File: src/rtl/sram_vga_responder_pkg.sv
// sram_vga_responder_pkg: FSM states, grant encoding and default timing for the SRAM/VGA responder
package sram_vga_responder_pkg;
    typedef enum logic [2:0] {IDLE, RD, WR_SETUP, WR, WR_HOLD, VGA_HOLD, VGA_GAP} state_t;
    localparam logic GRANT_VGA = 1'b1;
    localparam logic GRANT_CPU = 1'b0;
    localparam int DEF_ADDR_W = 20;
    localparam int DEF_WAIT = 2;
    localparam int DEF_HOLD = 3;
endpackage

File: src/rtl/sram_phy_timer.sv
// sram_phy_timer: loadable down-counter; done marks the last cycle of a loaded interval
module sram_phy_timer (
    input  logic       clk,
    input  logic       rst,
    input  logic       load,
    input  logic [7:0] value,
    output logic       done
);
    logic [7:0] cnt;
    always_ff @(posedge clk or negedge rst)
        if (!rst) cnt <= '0;
        else cnt <= load ? value : (cnt != 8'd0 ? cnt - 8'd1 : cnt);
    assign done = cnt == 8'd1;
endmodule

File: src/rtl/sram_vga_responder.sv
// sram_vga_responder: round-robin VGA/CPU arbiter and timing FSM for a shared 16-bit async SRAM
module sram_vga_responder
    import sram_vga_responder_pkg::*;
#(
    parameter int ADDR_W = DEF_ADDR_W,
    parameter int WAIT_CYCLES = DEF_WAIT,
    parameter int SUCCESS_HOLD = DEF_HOLD,
    parameter logic [ADDR_W-1:0] VGA_BASE = 'h40000
) (
    input  logic              clk,
    input  logic              rst,
    input  logic              vga_re,
    input  logic [22:0]       vga_addr,
    output logic [15:0]       vga_data,
    output logic              vga_success,
    input  logic              cpu_req,
    input  logic              cpu_we,
    input  logic [ADDR_W-1:0] cpu_addr,
    input  logic [1:0]        cpu_be,
    input  logic [15:0]       cpu_wdata,
    output logic [15:0]       cpu_rdata,
    output logic              cpu_ack,
    output logic [ADDR_W-1:0] sram_addr,
    input  logic [15:0]       sram_dq_i,
    output logic [15:0]       sram_dq_o,
    output logic              sram_dq_oe,
    output logic              sram_ce_n,
    output logic              sram_oe_n,
    output logic              sram_we_n,
    output logic [1:0]        sram_be_n
);
    state_t state, state_nx;
    logic gnt, gnt_nx, last, last_nx, drop, drop_nx, load, done, ack_nx, success_nx;
    logic cpu_live, pick_vga, pick_cpu;
    logic [15:0] data_nx, rdata_nx, dqo_nx;
    logic [ADDR_W-1:0] addr_nx;
    logic [1:0] be_nx;
    logic [22:0] vga_sum;

    assign vga_sum = 23'(VGA_BASE) + (vga_addr >> 1);
    // a CPU read acks while already back in IDLE, so its still-held request must not re-arbitrate
    assign cpu_live = cpu_req & ~cpu_ack;
    assign pick_vga = vga_re & (~cpu_live | last == GRANT_CPU);
    assign pick_cpu = cpu_live & ~pick_vga;

    sram_phy_timer u_timer (
        .clk(clk),
        .rst(rst),
        .load(load),
        .value(state == RD ? 8'(SUCCESS_HOLD) : 8'(WAIT_CYCLES)),
        .done(done)
    );

    always_comb begin
        state_nx = state;
        gnt_nx = gnt;
        last_nx = last;
        drop_nx = drop;
        load = 1'b0;
        ack_nx = 1'b0;
        success_nx = 1'b0;
        data_nx = vga_data;
        rdata_nx = cpu_rdata;
        addr_nx = sram_addr;
        dqo_nx = sram_dq_o;
        be_nx = sram_be_n;
        case (state)
            IDLE: if (pick_vga) begin
                state_nx = RD;
                gnt_nx = GRANT_VGA;
                last_nx = GRANT_VGA;
                drop_nx = 1'b0;
                load = 1'b1;
                addr_nx = ADDR_W'(vga_sum);
                be_nx = 2'b00;
            end else if (pick_cpu) begin
                state_nx = cpu_we ? WR_SETUP : RD;
                gnt_nx = GRANT_CPU;
                last_nx = GRANT_CPU;
                drop_nx = 1'b0;
                load = ~cpu_we;
                addr_nx = cpu_addr;
                be_nx = ~cpu_be;
                dqo_nx = cpu_wdata;
            end
            RD: begin
                drop_nx = drop | (gnt == GRANT_VGA & ~vga_re);
                if (done && gnt == GRANT_CPU) begin
                    state_nx = IDLE;
                    ack_nx = 1'b1;
                    rdata_nx = sram_dq_i;
                end else if (done) begin
                    state_nx = drop_nx ? VGA_GAP : VGA_HOLD;
                    success_nx = ~drop_nx;
                    data_nx = drop_nx ? vga_data : sram_dq_i;
                    load = ~drop_nx;
                end
            end
            WR_SETUP: begin
                state_nx = WR;
                load = 1'b1;
            end
            WR: if (done) begin
                state_nx = WR_HOLD;
                ack_nx = 1'b1;
            end
            WR_HOLD: state_nx = IDLE;
            VGA_HOLD: begin
                state_nx = (done || !vga_re) ? VGA_GAP : VGA_HOLD;
                success_nx = !done && vga_re;
            end
            VGA_GAP: state_nx = IDLE;
            default: state_nx = IDLE;
        endcase
    end

    always_ff @(posedge clk or negedge rst)
        if (!rst) begin
            state <= IDLE;
            gnt <= GRANT_CPU;
            last <= GRANT_CPU;
            drop <= 1'b0;
            vga_data <= '0;
            vga_success <= 1'b0;
            cpu_rdata <= '0;
            cpu_ack <= 1'b0;
            sram_addr <= '0;
            sram_dq_o <= '0;
            sram_dq_oe <= 1'b0;
            sram_ce_n <= 1'b1;
            sram_oe_n <= 1'b1;
            sram_we_n <= 1'b1;
            sram_be_n <= 2'b11;
        end else begin
            state <= state_nx;
            gnt <= gnt_nx;
            last <= last_nx;
            drop <= drop_nx;
            vga_data <= data_nx;
            vga_success <= success_nx;
            cpu_rdata <= rdata_nx;
            cpu_ack <= ack_nx;
            sram_addr <= addr_nx;
            sram_dq_o <= dqo_nx;
            sram_dq_oe <= state_nx inside {WR_SETUP, WR, WR_HOLD};
            sram_ce_n <= !(state_nx inside {RD, WR_SETUP, WR, WR_HOLD});
            sram_oe_n <= state_nx != RD;
            sram_we_n <= state_nx != WR;
            sram_be_n <= be_nx;
        end
endmodule

File: config.mk
export PLATFORM = sky130hd
export DESIGN_NAME = sram_vga_responder
export DESIGN_NICKNAME = d
export VERILOG_FILES = /design/src/rtl/sram_vga_responder_pkg.sv /design/src/rtl/sram_phy_timer.sv /design/src/rtl/sram_vga_responder.sv
export SDC_FILE = /design/constraint.sdc
export NUM_CORES = 1
export LEC_CHECK = 0
export CAP_MARGIN = 20
export CORE_ASPECT_RATIO = 1.5
export CORE_MARGIN = 5
export CORE_UTILIZATION = 44
export DETAILED_ROUTE_END_ITERATION = 6
export GPL_TIMING_DRIVEN = 0
export PLACE_DENSITY = 0.81
export REMOVE_ABC_BUFFERS = 1
export SYNTH_ARGS = -nofsm -noshare
export SYNTH_HDL_FRONTEND = slang
export SYNTH_SLANG_ARGS = --single-unit
File: constraint.sdc
create_clock -name clk -period 2.8 [get_ports clk]
set_input_delay 0.7 -clock clk [delete_from_list [all_inputs] [get_ports clk]]
set_output_delay 0.7 -clock clk [all_outputs]
set_load 0.02 [all_outputs]
# After elaboration in Yosys (flattened, before gate mapping)
# Cells that the tools add are included.
word_totals:
  input_bits: 82
  output_inout_bits: 76
  regBits: 89
  elab_cells: 91
classes:
  n_reduce_logical: 18
  n_bitwise: 15
  n_mux: 29
  add_sub_neg: 2
  n_eq_ne: 12
op_table:
  columns: ["operator", "n"]
  rows:
  - ["$mux W20", 2]
  - ["$add A19 B20 Y20 const A", 1]
  - ["$mux W8", 2]
  - ["$mux W3", 5]
  - ["$pmux W3 S5", 1]
  - ["$eq A3 B2 Y1 const B", 4]
  - ["$mux W1", 10]
  - ["$mux W2", 5]
  - ["$eq A8 B1 Y1 const B", 1]
  - ["$not A1 Y1", 8]
  - ["$reduce_bool A8 Y1", 1]
  - ["$sub A8 B1 Y8 const B", 1]
  - ["$eq A3 B1 Y1 const B", 2]
  - ["$eq A3 B3 Y1 const B", 2]
  - ["$pmux W1 S2", 3]
  - ["$reduce_and A2 Y1", 3]
  - ["$reduce_bool A2 Y1", 3]
  - ["$and A1 B1 Y1", 4]
  - ["$reduce_and A4 Y1", 1]
  - ["$reduce_bool A4 Y1", 1]
  - ["$logic_not A1 Y1", 3]
  - ["$logic_not A3 Y1", 1]
  - ["$ne A3 B1 Y1 const B", 1]
  - ["$ne A3 B2 Y1 const B", 1]
  - ["8 further kinds", 10]

# Longest topological paths before layout
# Gate-level depths: netlist (run 1).
depth:
  ltp_word: 13
  mapped_depth: 7
  ltp_nobuf: 6

# Cells and area by module
# A second synthesis (run 1) with hierarchy kept.
hier_totals:
  hier_cells: 322
  area_unflattened_um2: 4013.8
by_module_without_submodules:
  columns: ["mod", "seq_area_each_um2", "cells_each", "instances", "area_each_um2"]
  rows:
  - ["sram_vga_responder", 2033.2, 266, 1, 3462.1]
  - ["sram_phy_timer", 200.2, 56, 1, 551.8]

# Least setup slack after synthesis (run 1)
# Ideal clock, no wire load.
synth_timing:
  path_type: "in2reg"
  from: "input vga_re"
  to: "register vga_data[10]"
  t_required_ns: 2.675
  path_slack_ns: 0.586
  path_buffers: 2
  t_arrival_ns: 2.089
  setup_ns: 0.125
  stages: 5
  cell_sequence: "buf_4 > nor4bb_1 > nand3_4 > buf_6 > mux2_4"
synth_between:
  elab_chain_len: 5
synth_rtl:
  columns: ["item", "line_no", "rtl"]
  rows:
  - ["from (decl)", "sram_vga_responder.sv:12", "input logic vga_re,"]
  - ["$not A1 Y1", "sram_vga_responder.sv:87", "drop_nx = drop | (gnt == GRANT_VGA & ~vga_re);"]
  - ["$and A1 B1 Y1", "sram_vga_responder.sv:87", null]
  - ["$or A1 B1 Y1", "sram_vga_responder.sv:87", null]
  - ["$not A1 Y1 (no line)", null, null]
  - ["$reduce_and A4 Y1 (no line)", null, null]
  - ["to (signal assigned)", "sram_vga_responder.sv:139", "vga_data <= data_nx;"]
  - ["to (decl)", "sram_vga_responder.sv:14", "output logic [15:0] vga_data,"]
# No other way between the ends.
# A chain may end at the register's enable or synchronous reset.

# Final worst setup path (run 1)
layout_timing:
  from: "input vga_re"
  to: "register vga_data[13]"
# Same word-level chain as after synthesis.

==> results.toml, run 1 <==
[timing]
hold_viol = 0
relSlewSlack_pct = 43.74
tightest_slew_ns = 0.8439
rsz0062_at_grt = "no"
final.setup.tns_ns = 0
fmax_ghz = 0.3827
post-route-min-period_ns = 2.613
fin_crit_sh_pct = 93.32
drv_slew = 0
timing.hold.ws_ns = 0.3003
setup_violations = 0
finClkSkew_ns = 0.01002

[power_and_ir_drop]
ir_worst_vdd_uv = 610.0
power_density_nw_per_um2 = 1004
p_leak_nw = 2.690

[clock_network]
cts_buffer_depth = 2
cts_setup_buffers = 0
clk_latency_ns = 0.34
cts_tree = "yes"
cts_root_buf = "clkbuf_16"
clk_pin_slew_ns = 0.07
cts_resized = 0
ctsHoldBuffers = 0
numClockSinks = 89
cts_buffers = 9
htreeDepth = 3

[layout]
nNetsFinal = 547
areaGrowthSynthToFinish_pct = 48.71
utilization_pct = 67.27
drive_above_1_share_pct = 17.74
fill_cells = 684
regArea_sq_um = 2233
multiInputGateArea_sq_um = 1658
num_antenna_cells = 0
final_cell_count_no_fill = 578

[logic_synthesis]
synthTopCellsByArea = "dfrtp_1 52%, mux2_4 9.3%, mux2_2 6.4%"
syn-instance-count = 308
ys.flop_type = "dfrtp_1"
synth.most_common_cell = "dfrtp_1"
synth_top_area_cell = "dfrtp_1"
avgSynthCellArea_sq_um = 13.04
synth_cell_types = 53
synth-seq-cells = 89
synth_edf_count = 0
synthTopCellsByCount = "84 x dfrtp_1, 27 x nand2_1, 25 x mux2_4, 25 x o21ai_0, 23 x mux2_2"
syn-cell-area_sq_um = 4018
ys_async_sr_fraction_pct = 100.0
yosysWarnings = 0
synth_top_area_share_pct = 52.32
yosysSeqAreaShare_pct = 55.59

[critical_path]
required_ns = 3.01
cp_max_fo = 18
cp_cell_sequence = "clkdlybuf4s50_1 > nor4bb_2 > nand3_4 > mux2_4"
crit_family = "simple AND/OR/NAND/NOR gates"
crit_arrival_ns = 2.83
crit_path_max_incr_delay_ns = 0.67
slowest_stage = "clkdlybuf4s50_1"
crit_buf_inv = 1
crit_path_end_kind = "flip-flop"
cp-start-kind = "input port"
path_class = "input port to flip-flop"

[drt]
drc_errors = 0
ant_nets = 0
vias_per_cell = 5.190
first_pass_iters = 4
num_vias = 3000
wire_per_inst_microns = 17.85
drt_iter0_markers = 105
drt-total-wl_mm = 10.32

[floorplanning]
coreArea_sq_um = 8881
ios = 158
die_w_microns = 88.02
fp.dieH_microns = 127.0
fp.dieArea_sq_um = 11180
start_util_pct = 45.24
fp-row-count = 42

[place]
dp_cells = 561
hpwl_mm = 7.769
port_buffers = 154
routabilityCongestion = 0.8484

[grt]
grt_overflow_total = 0
grt_pass1_vias = 3197
grt_start_max_net_pins = 57
antenna_found_initial = 0
grt_pass1_wl_mm = 16.27
grtUsageTotal_pct = 19.10

[worst_hold_path]
min_path_type = "input port to asynchronous set/reset pin"

[run_status]
status = "completed"

[flow_run]
max_cap_violations = 0
## through the flow
step                      worst slack, ns  instance area [sq um]  total power [mW]
after floorplan                    0.4925                   3923             3.614
after global placement             -2.136                   5602             4.790
after detailed placement          -0.2978                   5665             4.907
after CTS                         0.03288                   5941             6.036
after global routing               0.1244                   5974             6.343
final                              0.1870                   5974             5.996
## worst paths after layout
| path | start | endpoint | slack [ns] | depth (start not counted) |
|---|---|---|---|---|
| setup / recovery | vga_re | vga_data[13] | 0.19 | 4 |
| hold / removal | rst | sram_dq_o[0] | 0.30 | 1 |
| setup reg to reg | state[1] | sram_dq_o[6] | 0.40 | 4 |
| hold reg to reg | sram_addr[4] | sram_addr[4] | 0.48 | 2 |
| max in group asynchronous | rst | sram_be_n[1] | 1.83 | 2 |
| min in group clk | sram_addr[4] | sram_addr[4] | 0.48 | 2 |
## cell type report
class	instances	share of cell area, %
inverter	10	0.6283
multi-input combinational	195	27.75
sequential	89	37.38
timing repair buffer	158	27.33
tap	110	2.304
clock inverter	4	0.4817
clock buffer	12	4.126
## cell families (layout without fill, tap and decap cells)
kind of cell / after synthesis / in the layout / synth area share (%)
flip-flops: 89 / 89 / 55.59
multiplexers: 70 / 70 / 21.27
AND/OR/NAND/NOR: 62 / 62 / 9.063
AO/OA/AOI/OAI: 55 / 55 / 8.845
buffers and inverters: 24 / 184 / 3.301
XOR/XNOR: 6 / 6 / 1.308
adder cells (fa/ha/maj): 2 / 2 / 0.6228
## state kept, by name (all words and copies together), names as in the netlist
register / flops
sram_ce_n: 1
cpu_ack: 1
vga_data: 16
sram_addr: 20
u_timer.cnt: 8
drop: 1
sram_we_n: 1
sram_oe_n: 1
vga_success: 1
sram_dq_oe: 1
last: 1
cpu_rdata: 16
sram_dq_o: 16
sram_be_n: 2
state: 3
## cell usage in the layout (no fill, tap or decap), types with 2 or more instances in the layout
cell type	netlist	final
o21ai_0	25	25
a21oi_1	11	11
nor2b_1	3	3
mux2i_1	22	22
mux2_2	23	23
nor3_1	4	4
nor4_1	2	2
dfstp_2	5	5
or3b_2	2	2
inv_1	9	9
clkinvlp_4	0	2
xnor2_1	5	5
buf_16	0	3
clkbuf_16	0	9
a2111oi_0	2	2
ha_1	2	2
clkbuf_1	6	2
nor2_1	4	4
dfrtp_1	84	84
nand2b_1	2	2
nand3_4	2	2
mux2_4	25	25
or2_2	2	2
clkdlybuf4s50_1	0	153
nand3_1	4	4
nand2_1	27	27
o221ai_1	2	2
## power breakdown
part           internal (mW)  switching (mW)  total (mW)
registers               1.81           0.356        2.17
logic                   1.40            1.32        2.72
clock network          0.626           0.478        1.10
## layer usage
layer / share of wire [%] / up-vias / track usage [%]
met4: 4.6 / 0 / 10.94
met2: 55 / 90 / 33.53
met5: 0 / - / 0
met1: 36 / 1464 / 20.68
li1: - / 1414 / -
met3: 4.6 / 32 / 4.253
No activity file was read; power rests on OpenSTA's default activity.
==> inputs of run 2 (changes only) <==
Settings changed: CTS_CLUSTER_DIAMETER from default to 200.
==> results of run 2 <==
The final DEF is identical to that of run 1; final timing and power are the same.
